$ cat src/rtl/fir_out_stage.sv
// fir_out_stage: scales, rounds and (optionally) saturates FIR results, then buffers them behind a ready/valid port.
// Optional macro FIR_OUT_SAT_EN enables saturation; without it results wrap to OUT_SIZE bits.
module fir_out_stage #(
    parameter int Y_N_SIZE = 14,
    parameter int OUT_SIZE = 8,
    parameter int SHIFT_W  = 3,
    parameter int DEPTH    = 4
) (
    input  logic                   clk,
    input  logic                   reset,
    input  logic [Y_N_SIZE-1:0]    y_n,
    input  logic                   y_valid,
    input  logic [SHIFT_W-1:0]     shift_sel,
    input  logic                   m_tready,
    output logic [OUT_SIZE-1:0]    m_tdata,
    output logic                   m_tvalid,
    output logic                   sat_flag,
    output logic                   overflow,
    output logic [$clog2(DEPTH):0] level
);
    localparam int PTR_W = $clog2(DEPTH);
    localparam int CNT_W = PTR_W + 1;
    localparam int EXT_W = Y_N_SIZE + 1;
`ifdef FIR_OUT_SAT_EN
    localparam int ENTRY_W = OUT_SIZE + 1;
    localparam logic signed [EXT_W-1:0] SAT_MAX = EXT_W'((2 ** (OUT_SIZE - 1)) - 1);
    localparam logic signed [EXT_W-1:0] SAT_MIN = ~SAT_MAX;
`else
    localparam int ENTRY_W = OUT_SIZE;
`endif

    logic [Y_N_SIZE-1:0] s1_data_reg;
    logic [SHIFT_W-1:0]  s1_shift_reg;
    logic                s1_valid_reg;

    always_ff @(posedge clk or posedge reset) begin
        if (reset) begin
            s1_data_reg  <= '0;
            s1_shift_reg <= '0;
            s1_valid_reg <= 1'b0;
        end else begin
            s1_valid_reg <= y_valid;
            if (y_valid) begin
                s1_data_reg  <= y_n;
                s1_shift_reg <= shift_sel;
            end
        end
    end

    logic signed [EXT_W-1:0] ext_val;
    logic signed [EXT_W-1:0] round_add;
    logic signed [EXT_W-1:0] rounded;
    logic [OUT_SIZE-1:0]     s2_data_next;
`ifdef FIR_OUT_SAT_EN
    logic signed [EXT_W-1:0] shifted;
    logic                    s2_sat_next;
`else
    // Sign-padded so a variable part-select acts as an arithmetic shift for any shift amount.
    logic [EXT_W+(2**SHIFT_W)-1:0] rounded_pad;
`endif

    always_comb begin
        ext_val   = {s1_data_reg[Y_N_SIZE-1], s1_data_reg};
        round_add = '0;
        if (s1_shift_reg != '0)
            round_add = EXT_W'(1) << (s1_shift_reg - SHIFT_W'(1));
        rounded = ext_val + round_add;
`ifdef FIR_OUT_SAT_EN
        shifted = rounded >>> s1_shift_reg;
        if (shifted > SAT_MAX) begin
            s2_data_next = SAT_MAX[OUT_SIZE-1:0];
            s2_sat_next  = 1'b1;
        end else if (shifted < SAT_MIN) begin
            s2_data_next = SAT_MIN[OUT_SIZE-1:0];
            s2_sat_next  = 1'b1;
        end else begin
            s2_data_next = shifted[OUT_SIZE-1:0];
            s2_sat_next  = 1'b0;
        end
`else
        rounded_pad  = {{(2**SHIFT_W){rounded[EXT_W-1]}}, rounded};
        s2_data_next = rounded_pad[s1_shift_reg +: OUT_SIZE];
`endif
    end

    logic [OUT_SIZE-1:0] s2_data_reg;
    logic                s2_valid_reg;
`ifdef FIR_OUT_SAT_EN
    logic                s2_sat_reg;
`endif

    always_ff @(posedge clk or posedge reset) begin
        if (reset) begin
            s2_data_reg  <= '0;
            s2_valid_reg <= 1'b0;
`ifdef FIR_OUT_SAT_EN
            s2_sat_reg   <= 1'b0;
`endif
        end else begin
            s2_valid_reg <= s1_valid_reg;
            s2_data_reg  <= s2_data_next;
`ifdef FIR_OUT_SAT_EN
            s2_sat_reg   <= s2_sat_next;
`endif
        end
    end

    logic [ENTRY_W-1:0] mem [DEPTH];
    logic [PTR_W-1:0]   rd_ptr_reg;
    logic [PTR_W-1:0]   wr_ptr_reg;
    logic [CNT_W-1:0]   count_reg;
    logic [CNT_W-1:0]   count_next;
    logic               overflow_reg;
    logic               push;
    logic               pop;
    logic               accept;
    logic [ENTRY_W-1:0] wr_entry;
    logic [ENTRY_W-1:0] head_entry;

`ifdef FIR_OUT_SAT_EN
    assign wr_entry = {s2_sat_reg, s2_data_reg};
`else
    assign wr_entry = s2_data_reg;
`endif

    assign push   = s2_valid_reg;
    assign pop    = (count_reg != '0) && m_tready;
    // A full FIFO still takes a sample when the head leaves on the same edge.
    assign accept = push && ((count_reg < CNT_W'(DEPTH)) || pop);

    always_comb begin
        count_next = count_reg;
        case ({accept, pop})
            2'b10:   count_next = count_reg + CNT_W'(1);
            2'b01:   count_next = count_reg - CNT_W'(1);
            default: count_next = count_reg;
        endcase
    end

    always_ff @(posedge clk) begin
        if (accept)
            mem[wr_ptr_reg] <= wr_entry;
    end

    always_ff @(posedge clk or posedge reset) begin
        if (reset) begin
            rd_ptr_reg   <= '0;
            wr_ptr_reg   <= '0;
            count_reg    <= '0;
            overflow_reg <= 1'b0;
        end else begin
            if (accept)
                wr_ptr_reg <= wr_ptr_reg + PTR_W'(1);
            if (pop)
                rd_ptr_reg <= rd_ptr_reg + PTR_W'(1);
            count_reg <= count_next;
            if (push && !accept)
                overflow_reg <= 1'b1;
        end
    end

    assign head_entry = mem[rd_ptr_reg];
    assign m_tvalid   = (count_reg != '0);
    // Gating with m_tvalid keeps stale storage off the pins while empty or in reset.
    assign m_tdata    = m_tvalid ? head_entry[OUT_SIZE-1:0] : '0;
`ifdef FIR_OUT_SAT_EN
    assign sat_flag   = m_tvalid & head_entry[OUT_SIZE];
`else
    assign sat_flag   = 1'b0;
`endif
    assign overflow   = overflow_reg;
    assign level      = count_reg;

endmodule

$ cat config.mk
export PLATFORM = sky130hd
export DESIGN_NAME = fir_out_stage
export DESIGN_NICKNAME = d
export VERILOG_FILES = /design/src/rtl/fir_out_stage.sv
export SDC_FILE = /design/constraint.sdc
export NUM_CORES = 1
export LEC_CHECK = 0
export ABC_AREA = 1
export BUFFER_PORTS_ARGS = -buffer_cell sky130_fd_sc_hd__buf_2
export CAP_MARGIN = 20
export CORE_ASPECT_RATIO = 0.7
export CORE_MARGIN = 2
export CORE_UTILIZATION = 28
export DETAILED_ROUTE_END_ITERATION = 12
export PLACE_DENSITY_LB_ADDON = 0.1
export SYNTH_ARGS = -nofsm -noshare
export SYNTH_HDL_FRONTEND = slang
export SYNTH_SLANG_ARGS = --single-unit
$ cat constraint.sdc
create_clock -name clk -period 5.55 [get_ports clk]
set_clock_uncertainty 0.15 [all_clocks]
set_input_delay 0.8325 -clock clk [delete_from_list [all_inputs] [get_ports clk]]
set_output_delay 0.8325 -clock clk [all_outputs]
set_load 0.005 [all_outputs]
==> impl_metrics.toml, run 1 <==
[outcome]
status = "complete, no violations"

[global_route]
grt_pass1_wl_mm = 15.31
grtUsageMet1_pct = 21.72
grt_util_met3_pct = 4.086
antenna_found_initial = 0
overflow = 0
track_usage_pct = 14.16
grt_most_used_layer = "met1"
grt_max_degree = 36
met2_usage_pct = 19.36
grt_pass1_vias = 2931

[pwr]
p_per_area_nw_per_um2 = 431.9
power_frac_seq_pct = 39.0
switchingPower_mw = 0.6479
power_mw = 1.897
p_leak_nw = 2.035
p_int_mw = 1.249
power_frac_comb_pct = 28.0
clkPwrFrac_pct = 33.0
ir_worst_vdd_v = 0.0001524
power_switching_share_pct = 34.15

[timing]
finalCritPeriodShare_pct = 60.08
min_period_ns = 3.334
clock.fmax_mhz = 299.9
worstMarginPinSlew_ns = 0.9138
grt_setup_unrepaired = "false"
worst_slack_ns = 2.216
slew_violations = 0
final.setup.tns_ns = 0
relSlewSlack_pct = 38.85
final-setup-viol-count = 0
hold_viol = 0

[finish]
diodes = 0
largest_reg_flops = 32
area_growth_syn_to_layout_pct = 17.11
fin_nets = 526
drive_gt1_share_pct = 13.54
num-fill-cells = 1396
fin_cells = 661

[logic_synthesis]
synth_xor_area_share_pct = 1.634
synthCells = 460
ys_ff_latch = 67
synth-edff-count = 32
async_reset_ff_share_pct = 52.24
synth_top_family_by_area = "simple AND/OR/NAND/NOR gates"
synth_top_area_cell = "edfxtp_1"
synth_compound_area_share_pct = 6.738
yosysTopAreaCellShare_pct = 25.62
syn_area_um2 = 3751
synthAdderAreaFrac_pct = 5.404
synthMuxAreaShare_pct = 2.101
synth_warnings = 0
synth.area.top_cells = "edfxtp_1 26%, dfrtp_1 23%, nand2_1 12%"
yosysUniqueCellTypes = 32
yosys.area_share.simple_pct = 27.59
yosysMostFrequentCell = "nand2_1"
yosys_most_used_dff = "dfrtp_1"
yosys-top-cells-count = "118 x nand2_1, 63 x nor2_1, 53 x nand3_1"
avgSynthCellArea_um2 = 8.155
ys_seq_area_share_pct = 48.97

[drt]
num_vias = 2961
wirelength_mm = 9.273
dr.pass1.iters = 5
via_per_inst = 4.480
drtIter0Drc = 287
route.detailed.drc = 0
route.antenna.remaining_nets = 0
wire_per_inst_um = 14.03

[clocking]
post_cts_buffers = 0
cts_buffers = 9
clkSlewWorstSetupHoldPaths_ns = 0.06
clock-sinks = 67
cts_resized = 0
cts_max_path_buffers = 2
cts_root_buf = "clkbuf_16"
cts-hold-fix-buffers = 0
cts_tree = "yes"
htreeDepth = 3
insertion_delay_ns = 0.33

[place]
dp_worst_setup_slack_ns = 2.227
port_buffers = 33
post-dp-hpwl_mm = 6.906
gp_congestion = 0.8388
dpl.cell_count = 645

[die]
start_util_pct = 28.55
die-height_um = 100.8
die_area_um2 = 14350
core_area_um2 = 13140
rows = 35
num_io_pins = 35
die_width_um = 142.3

[critical_path]
critPathMaxFanout = 17
crit_required_ns = 5.62
cp-end-kind = "flip-flop"
setup.worst_path.class = "flip-flop to flip-flop"
worst_ep_arrival_time_ns = 3.40
start_kind = "flip-flop"

[run]
cap_violations = 0

[worst_hold_path]
hold_class = "flip-flop to flip-flop"
[layout by cell type (no fill, tap or decap), types with 7 or more instances in the layout]
cell,count
clkbuf_16,9
nor2_1,63
dfrtp_1,35
nand3_1,53
o21ai_0,30
edfxtp_1,32
buf_2,33
inv_1,51
ha_1,13
a21oi_1,11
nand2_1,118
mux2_2,7
[critical path, cell delays in order, from the launching register on]
cell,delay [ns]
dfrtp_1,0.65
clkinv_1,0.39
nor2_1,0.29
inv_1,0.10
nor2_1,0.15
inv_1,0.08
fa_1,0.42
inv_1,0.12
nand3_1,0.08
nand2_1,0.14
nand3_1,0.10
nand3_1,0.11
nand3_1,0.12
nand2_1,0.10
nand2_1,0.05
nand3_1,0.11
nand2_1,0.06
[layer usage]
metal  vias up  routed length, µm
li1       1550                  -
met1      1335               5179
met2        66               3529
met3        10                450
met4         0                113
met5         -                  0
[final cells by class]
class | instances | area, µm² | area share (%)
clock buffers | 10 | 239.0 | 5.440
clock inverters | 6 | 87.58 | 1.994
inverters | 55 | 211.5 | 4.813
multi-input cells | 323 | 1638 | 37.28
flip-flops and latches | 67 | 1837 | 41.81
well taps | 166 | 207.7 | 4.728
repair buffers | 34 | 172.7 | 3.931
[through the flow]
stage	area, µm²	utilization, %	hold slack (ns)
finish	4393	33.44	0.2003
global route	4393	33.44	0.2249
CTS	4393	33.44	0.2044
detailed placement	4066	30.95	0.1918
global placement	4066	30.95	0.1848
floorplan	3755	-	0.1812
[logic make-up after synthesis]
kind of cell	count (synthesis)
and+or+nand+nor	246
buffers and inverters	71
DFF	67
AOI/OAI and AO/OA	46
adders and majority gates	15
xor gates and xnor gates	7
muxes	7
other	1
[power by group through the flow]
stage               registers [mW]  clock network [mW]  logic [mW]
floorplan                    0.690                   0       0.405
global placement             0.750                   0       0.534
detailed placement           0.752                   0       0.539
CTS                          0.742               0.643       0.542
global route                 0.757               0.659       0.621
finish                       0.739               0.626       0.532
[final timing paths]
| kind | from | endpoint | slack (ns) | cells after the start |
|---|---|---|---|---|
| worst min-delay path | s1_valid_reg$_DFF_PP0_ | push$_DFF_PP0_ | 0.20 | 0 |
| worst min register to register | s1_valid_reg$_DFF_PP0_ | push$_DFF_PP0_ | 0.20 | 0 |
| worst max-delay path | s1_shift_reg[1]$_DFFE_PP0P_ | s2_data_reg[5]$_DFF_PP0_ | 2.22 | 16 |
| max in group asynchronous | reset | s1_shift_reg[1]$_DFFE_PP0P_ | 4.45 | 3 |
| worst max register to register | s1_shift_reg[1]$_DFFE_PP0P_ | s2_data_reg[5]$_DFF_PP0_ | 2.22 | 16 |
| min in group asynchronous | reset | s1_data_reg[6]$_DFFE_PP0P_ | 0.46 | 3 |
Note: power is estimated with default switching activity, not from simulation.
==> run 2: changes to the inputs <==
==> constraint.sdc (replaced) <==
create_clock -name clk -period 2.7 [get_ports clk]
set_clock_uncertainty 0.15 [all_clocks]
set_input_delay 0.405 -clock clk [delete_from_list [all_inputs] [get_ports clk]]
set_output_delay 0.405 -clock clk [all_outputs]
set_load 0.005 [all_outputs]
==> impl_metrics.toml, run 2 (synthesis gave the netlist of run 1 again) <==
[outcome]
status = "complete, no violations"

[timing]
finalCritPeriodShare_pct = 92.90
slew_violations = 0
clock.fmax_mhz = 398.7
worstMarginPinSlew_ns = 0.5366
relSlewSlack_pct = 64.23
grt_setup_unrepaired = "true"
final-setup-viol-count = 0
hold_viol = 0
min_period_ns = 2.508
hold-worst-slack_ns = 0.04150

[die]
die_width_um = 142.3
start_util_pct = 28.55
die-height_um = 100.8
die_area_um2 = 14350
core_area_um2 = 13140
num_io_pins = 35
rows = 35

[clocking]
cts-hold-fix-buffers = 0
insertion_delay_ns = 0.33
clock-sinks = 67
cts_max_path_buffers = 2
htreeDepth = 3
cts_tree = "yes"
cts_buffers = 9
cts_root_buf = "clkbuf_16"
clkSlewWorstSetupHoldPaths_ns = 0.05

[drt]
drtIter0Drc = 166
via_per_inst = 4.475
route.detailed.drc = 0
wire_per_inst_um = 14.01
num_vias = 3088
route.antenna.remaining_nets = 0
wirelength_mm = 9.667
dr.pass1.iters = 4

[critical_path]
start_kind = "flip-flop"
setup.worst_path.class = "flip-flop to flip-flop"
critPathMaxFanout = 3
cp-end-kind = "flip-flop"
worst_ep_arrival_time_ns = 2.57
crit_required_ns = 2.76

[pwr]
power_mw = 3.883
clkPwrFrac_pct = 29.3
power_frac_seq_pct = 37.5
ir_worst_vdd_v = 0.0003553
power_switching_share_pct = 34.53
power_frac_comb_pct = 33.2
p_leak_nw = 2.163
p_per_area_nw_per_um2 = 830.4
p_int_mw = 2.542
switchingPower_mw = 1.341

[global_route]
grt_max_degree = 36
grt_pass1_vias = 2993
track_usage_pct = 14.80
overflow = 0
grt_pass1_wl_mm = 15.95
antenna_found_initial = 0

[run]
cap_violations = 0

[finish]
largest_reg_flops = 32
final_cell_mix = "110 x nand2_1, 58 x nor2_1, 48 x inv_1, 48 x nand3_1, 35 x dfrtp_1"
final_common_cell = "nand2_1"
fin_nets = 555
area_growth_syn_to_layout_pct = 24.65
drive_gt1_share_pct = 23.09
diodes = 0

[place]
port_buffers = 33
post-dp-hpwl_mm = 7.291
gp_congestion = 0.8557

[worst_hold_path]
hold_class = "primary input to async pin"
[run 2: changes by cell type in the layout (fill, tap and decap cells not counted), sizes merged]
cell      previous run  this run
bufinv               2         1
buf                 34        63
clkinv               4         2
clkinvlp             0         2
clkbuf              10        11
[run 2: worst max-delay path: stages, from the launching register on]
cell and delay [ns]:
dfrtp_1 0.41, inv_2 0.06, nor2_2 0.11, inv_1 0.06
nor2_1 0.10, ha_2 0.19, inv_1 0.06, fa_2 0.37
inv_2 0.08, buf_4 0.10, nand3_1 0.12, nand3_1 0.14
nand2_1 0.08, nand3_1 0.09, nand3_1 0.10, nand3_1 0.11
nand2_1 0.06
[run 2: routing by layer]
layer	track usage, %	wire, µm
met1	23.98	5512
met2	19.03	3522
met3	3.705	600
met4	3.656	31
met5	0	0
[run 2: layout make-up]
type	count	area [µm²]
clock buffers	11	232.7
clock inverters	5	55.05
fillers	1374	8462
inverters	55	211.5
multi-input cells	323	1734
flip-flops and latches	67	1837
well taps	166	207.7
repair buffers	63	397.9
[run 2: path summary, 6_finish.rpt]
path / cells after the start / from / slack, ns / to
worst max-delay path: 16 / s1_shift_reg[0]$_DFFE_PP0P_ / 0.19 / s2_data_reg[7]$_DFF_PP0_
worst min register to register: 0 / s1_valid_reg$_DFF_PP0_ / 0.20 / push$_DFF_PP0_
max in group asynchronous: 3 / reset / 2.02 / s2_data_reg[0]$_DFF_PP0_
worst max register to register: 16 / s1_shift_reg[0]$_DFFE_PP0P_ / 0.19 / s2_data_reg[7]$_DFF_PP0_
worst min-delay path: 3 / reset / 0.04 / s1_data_reg[3]$_DFFE_PP0P_
min in group clk: 3 / y_n[10] / 0.13 / s1_data_reg[10]$_DFFE_PP0P_
[run 2: metrics by stage]
| step | setup TNS [ns] | std cells | cell area (µm²) | setup WS (ns) | utilization (%) |
|---|---|---|---|---|---|
| 2_1_floorplan | 0 | 461 | 3755 | 0.1106 | - |
| 3_3_place_gp | -0.8378 | 671 | 4262 | -0.2123 | 32.44 |
| 3_5_place_dp | -0.4542 | 671 | 4262 | -0.1022 | 32.44 |
| 4_1_cts | 0 | 687 | 4559 | 0.04424 | 34.70 |
| 5_1_grt | -0.03312 | 690 | 4676 | -0.03244 | 35.59 |
| 6_report | 0 | 690 | 4676 | 0.1918 | 35.59 |
[run 2: power by group through the flow]
stage / clock network (mW) / registers, mW / logic, mW
floorplan: 0 / 1.42 / 0.832
global placement: 0 / 1.47 / 1.27
detailed placement: 0 / 1.47 / 1.27
CTS: 1.18 / 1.45 / 1.28
global route: 1.23 / 1.48 / 1.51
finish: 1.14 / 1.45 / 1.29
[run 2: repair_timing]
item,4_1_cts,5_1_grt
gates resized for setup,4,28
pin swaps,0,5
endpoints found under the setup margin,8,8
setup buffers,0,3
